--- src/rtl/comparator_edge_capture.sv ---
// Multi-channel comparator trip capture: negedge-sampled, glitch-filtered inputs; first qualified trip latches a shared-counter timestamp.
// Latency: cmp_in seen at next negedge, evaluated at following posedge; tripped/trip_pulse/ts update one posedge after qualification.
// Backpressure: none; outputs hold in DONE until re-armed by start or cleared by rst.
//
// Ports: clk, rst (sync, active-high), start (arm/re-arm), pol[N_CH] (1 = trip on high),
//        cmp_in[N_CH] -> trip_pulse[N_CH], tripped[N_CH], ts_flat[N_CH*TS_W] (ch i at [i*TS_W +: TS_W]),
//        busy (ARMED), done (DONE), timeout (DONE with untripped channels at counter saturation).
module comparator_edge_capture #(
    parameter int N_CH = 4,
    parameter int TS_W = 16,
    parameter int FILT = 2
) (
    input  logic                   clk,
    input  logic                   rst,
    input  logic                   start,
    input  logic [N_CH-1:0]        pol,
    input  logic [N_CH-1:0]        cmp_in,
    output logic [N_CH-1:0]        trip_pulse,
    output logic [N_CH-1:0]        tripped,
    output logic [N_CH*TS_W-1:0]   ts_flat,
    output logic                   busy,
    output logic                   done,
    output logic                   timeout
);

    localparam int FW = (FILT > 1) ? $clog2(FILT) : 1;
    localparam logic [TS_W-1:0] CNT_MAX   = '1;
    localparam logic [FW-1:0]   FILT_LAST = FW'(FILT - 1);

    typedef enum logic [1:0] {
        ST_IDLE  = 2'd0,
        ST_ARMED = 2'd1,
        ST_DONE  = 2'd2
    } state_t;

    state_t            state_q, state_d;
    logic [TS_W-1:0]   cnt_q, cnt_d;
    logic [N_CH-1:0]   tripped_q, tripped_d;
    logic [N_CH-1:0]   trip_pulse_q, trip_pulse_d;
    logic              timeout_q, timeout_d;
    logic [TS_W-1:0]   ts_q   [N_CH];
    logic [TS_W-1:0]   ts_d   [N_CH];
    logic [FW-1:0]     filt_q [N_CH];
    logic [FW-1:0]     filt_d [N_CH];
    logic [N_CH-1:0]   neg_q, neg_d;
    logic [N_CH-1:0]   active;
    logic [N_CH-1:0]   new_trip;

    // Half-cycle input sampler: gives the comparator half a clock to settle
    // before the posedge logic consumes it.
    always_comb neg_d = cmp_in;

    always_ff @(negedge clk) begin
        neg_q <= neg_d;
    end

    assign active = ~(neg_q ^ pol);

    always_comb begin
        state_d      = state_q;
        cnt_d        = cnt_q;
        tripped_d    = tripped_q;
        trip_pulse_d = '0;
        timeout_d    = timeout_q;
        new_trip     = '0;
        for (int i = 0; i < N_CH; i++) begin
            ts_d[i]   = ts_q[i];
            filt_d[i] = '0;
        end

        if (start) begin
            // Arm/re-arm from any state; trips evaluated this cycle are dropped.
            state_d   = ST_ARMED;
            cnt_d     = '0;
            tripped_d = '0;
            timeout_d = 1'b0;
            for (int i = 0; i < N_CH; i++) begin
                ts_d[i] = '0;
            end
        end else begin
            case (state_q)
                ST_ARMED: begin
                    for (int i = 0; i < N_CH; i++) begin
                        if (!tripped_q[i] && active[i]) begin
                            if (filt_q[i] == FILT_LAST) begin
                                new_trip[i] = 1'b1;
                                ts_d[i]     = cnt_q;
                            end else begin
                                filt_d[i] = filt_q[i] + FW'(1);
                            end
                        end
                    end
                    tripped_d    = tripped_q | new_trip;
                    trip_pulse_d = new_trip;
                    if (cnt_q != CNT_MAX) begin
                        cnt_d = cnt_q + TS_W'(1);
                    end
                    // A trip on the saturation cycle counts before timeout is judged.
                    if (&tripped_d) begin
                        state_d   = ST_DONE;
                        timeout_d = 1'b0;
                    end else if (cnt_q == CNT_MAX) begin
                        state_d   = ST_DONE;
                        timeout_d = 1'b1;
                    end
                end
                default: begin
                end
            endcase
        end
    end

    always_ff @(posedge clk) begin
        if (rst) begin
            state_q      <= ST_IDLE;
            cnt_q        <= '0;
            tripped_q    <= '0;
            trip_pulse_q <= '0;
            timeout_q    <= 1'b0;
            for (int i = 0; i < N_CH; i++) begin
                ts_q[i]   <= '0;
                filt_q[i] <= '0;
            end
        end else begin
            state_q      <= state_d;
            cnt_q        <= cnt_d;
            tripped_q    <= tripped_d;
            trip_pulse_q <= trip_pulse_d;
            timeout_q    <= timeout_d;
            for (int i = 0; i < N_CH; i++) begin
                ts_q[i]   <= ts_d[i];
                filt_q[i] <= filt_d[i];
            end
        end
    end

    always_comb begin
        ts_flat = '0;
        for (int i = 0; i < N_CH; i++) begin
            ts_flat[i*TS_W +: TS_W] = ts_q[i];
        end
    end

    assign trip_pulse = trip_pulse_q;
    assign tripped    = tripped_q;
    assign busy       = (state_q == ST_ARMED);
    assign done       = (state_q == ST_DONE);
    assign timeout    = timeout_q;

endmodule

--- config.mk ---
export PLATFORM = sky130hd
export DESIGN_NAME = comparator_edge_capture
export DESIGN_NICKNAME = d
export VERILOG_FILES = /design/src/rtl/comparator_edge_capture.sv
export SDC_FILE = /design/constraint.sdc
export NUM_CORES = 1
export LEC_CHECK = 0
export BUFFER_PORTS_ARGS = -buffer_cell sky130_fd_sc_hd__clkbuf_2
export CAP_MARGIN = 20
export CORE_MARGIN = 3
export CORE_UTILIZATION = 44
export CTS_CLUSTER_DIAMETER = 60
export DETAILED_ROUTE_END_ITERATION = 12
export GPL_TIMING_DRIVEN = 1
export PLACE_DENSITY = 0.67
export SLEW_MARGIN = 10
export SYNTH_ARGS = -nofsm -noshare
export SYNTH_HDL_FRONTEND = slang
export SYNTH_SLANG_ARGS = --single-unit
--- constraint.sdc ---
create_clock -name clk -period 2.3 [get_ports clk]
set_clock_uncertainty 0.2 [all_clocks]
set_input_delay 0.115 -clock clk [delete_from_list [all_inputs] [get_ports clk]]
set_output_delay 0.115 -clock clk [all_outputs]
set_load 0.02 [all_outputs]
==> flow_metrics.tcl <==
set metrics [dict create \
    cts_max_level 3 \
    num_rows 33 \
    die_h_um 98.8 \
    r2r-start "neg_q[2]" \
    hpwl_um 6660 \
    synth_nets 418 \
    fp.dieArea_um2 9770 \
    slew_violations 0 \
    ys_ff_latch 99 \
    holdPathStages 6 \
    grt_max_degree 28 \
    met1_length_um 4550 \
    vias 3379 \
    finalCoreUtilization 0.610 \
    hp-class "in2reg" \
    wl_met2_um 4980 \
    reg2regPathDepth 6 \
    fin_cells 623 \
    cts_num_sinks 99 \
    total_power_mw 3.11 \
    drt-initial-drc-count 143 \
    synth_cells 406 \
    crit_path_max_fanout 4 \
    peakVddDrop_mv 0.345 \
    cts-buffers-inserted 9 \
    grt_pass1_wl_um 16300 \
    yosysUniqueCellTypes 41 \
    slew_headroom 0.635 \
    wl_per_cell_um 16.7 \
    grt_use_total 0.211 \
    grt-ovfl-total 0 \
    slowest_stage "dfxtp_2" \
    cp_top_family "buffers and inverters" \
    clk_latency_ns 0.40 \
    cts.path.max_buffers 2 \
    cp-start-kind "register" \
    top_layer_used "met4" \
    drc 0 \
    whs_ns 0.116 \
    dp_slack_ns -0.367 \
    fin_ws_ns -0.394 \
    end_kind "register" \
    diodes 0 \
    grt_setup_unrepaired "true" \
    avgViaCountPerCell 5.42 \
    tightest_slew_ns 0.547 \
    p_leak_nw 2.36 \
    hold_viol 0 \
    start_util 0.457 \
    wirelength_um 10400 \
    drtAntennaViolNets 0 \
    synth_warnings 0 \
    netlist_area_um2 3790 \
    fp.coreArea_um2 8300 \
    finalSetupTns_ns -25.28 \
    fin_area_um2 5060 \
    layout.nets 526 \
    violations "setup timing" \
    finalSetupViolCount 76 \
    io_pins 86 \
    dpl_cell_area_um2 4430 \
    status "complete, but fails checks" \
    io_buffers 85 \
    p_per_area_nw_per_um2 614 \
    cp.arrival_ns 2.74 \
    grt_pass1_vias 3168 \
    drive_gt1_frac 0.315 \
    worstPathRequired_ns 2.34 \
    synth_area_per_cell_um2 9.34 \
    dp.cells 583 \
    gp_congestion 0.870 \
    antenna_found_initial 0 \
    reg2reg_to "ts_q[2][13]" \
    area_growth_pct 33.5 \
    crit_chain "xnor2_2, nand4_1, buf_6, clkbuf_16, mux2i_1, nor2_1" \
    holdCritStartpoint "pol[0]" \
    hold_end "filt_q[0]" \
    cts_tree "yes" \
    ys_seq_area_frac 0.523 \
    drv_cap 0 \
    reg2reg_slack_ns -0.39 \
    cts_root_buffer "clkbuf_8" \
    first_pass_iters 5 \
    critical_path_class "reg2reg" \
    clkTransAtPathRegs_ns 0.09 \
    crit_buf_inv 2 \
    crit_path_start "neg_q[2]" \
    die_w_um 98.8 \
    dr_wl_met3_um 648 \
    slowest_delay_ns 0.31 \
]
[synth_stat cells, drive strengths merged]
master	instances	area, µm²
nand4	8	50.1
o21ai	6	30.0
and2	3	20.0
a31oi	1	6.26
dfxtp	99	1980
inv	7	26.3
or3	4	25.0
nand4b	2	17.5
o31ai	5	37.5
nor4	2	12.5
and4b	1	10.0
nor3	4	20.0
xnor2	4	35.0
nor2b	2	12.5
o311ai	2	17.5
o211ai	1	7.51
a211oi	2	15.0
mux2i	50	500
o21bai	1	7.51
nor4b	1	8.76
nor2	58	218
or2	1	6.26
o31a	1	8.76
nand3	3	15.0
o41ai	3	26.3
a21boi	1	7.51
or4	5	37.5
buf	21	124
a2111o	3	33.8
ha	1	12.5
and3	2	12.5
nand2	51	191
a21oi	34	170
clkbuf	13	48.8
and4	4	38.8
[tightest hold or removal path, cell delays in order]
cell,delay (ns)
clkbuf_2,0.10
xnor2_2,0.06
buf_4,0.13
buf_6,0.11
nand2_1,0.07
nor3_2,0.04
[worst max-delay path by stage]
| stage | endpoint | slack [ns] | depth (start not counted) |
|---|---|---|---|
| CTS | ts_q[3][8] | -0.39 | 6 |
| finish | ts_q[2][13] | -0.39 | 6 |
| global route | ts_q[3][4] | -0.49 | 6 |
| global placement | ts_q[3][13] | -0.33 | 5 |
| detailed placement | ts_q[3][8] | -0.37 | 5 |
| floorplan | ts_q[1][9] | -0.24 | 5 |
[layer usage]
| metal | global-route usage | vias to the layer above |
|---|---|---|
| met5 | 0 | - |
| met4 | 0.0599 | 0 |
| met3 | 0.0566 | 17 |
| met2 | 0.337 | 128 |
| met1 | 0.280 | 1620 |
| li1 | - | 1614 |
[layout by cell type, fill, tap and decap left out, drive strengths merged, types with 4 or more instances in the layout]
cell type and instances:
dfxtp 99, clkbuf 99, nor2 58, nand2 51
mux2i 50, buf 35, a21oi 34, inv 10
nand4 8, o21ai 6, o31ai 5, or4 5
dlygate4sd3 5, or3 4, nor3 4, xnor2 4
and4 4
[kinds of logic (layout without fill, tap and decap cells)]
family / Yosys count / count (layout) / synth area share
compound gates: 60 / 60 / 0.0970
xor+xnor: 4 / 4 / 0.00924
fa+ha+maj: 1 / 1 / 0.00330
buf+inv: 41 / 153 / 0.0525
flops: 99 / 99 / 0.523
mux: 50 / 50 / 0.132
simple gates: 151 / 151 / 0.183
[cell type report]
cell class	instances	area, µm²
inverters	6	22.5
fillers	695	3240
clock buffers	11	151
well taps	105	131
multi-input cells	266	1740
repair buffers	128	952
flip-flops and latches	99	1990
clock inverters	8	78.8
[timing repair]
item,in CTS,in global routing
setup buffers,6,5
cloned,3,4
endpoints found under the setup margin,75,78
pin swaps,9,16
hold buffers,5,0
gates resized for setup,13,16
endpoints found under the hold margin,7,0
[sequential cells by signal, indices dropped and copies added, names as in the netlist]
name,cells
timeout,1
neg_q,4
cnt_q,16
filt_q,4
trip_pulse,4
state_q,2
tripped,4
ts_q,64
[where the power goes]
| group | switching, mW | total, mW | internal, mW |
|---|---|---|---|
| clock network | 0.592 | 1.21 | 0.621 |
| registers | 0.0113 | 1.73 | 1.72 |
| logic | 0.0866 | 0.159 | 0.0722 |
Power figures use the tool's default switching activity.
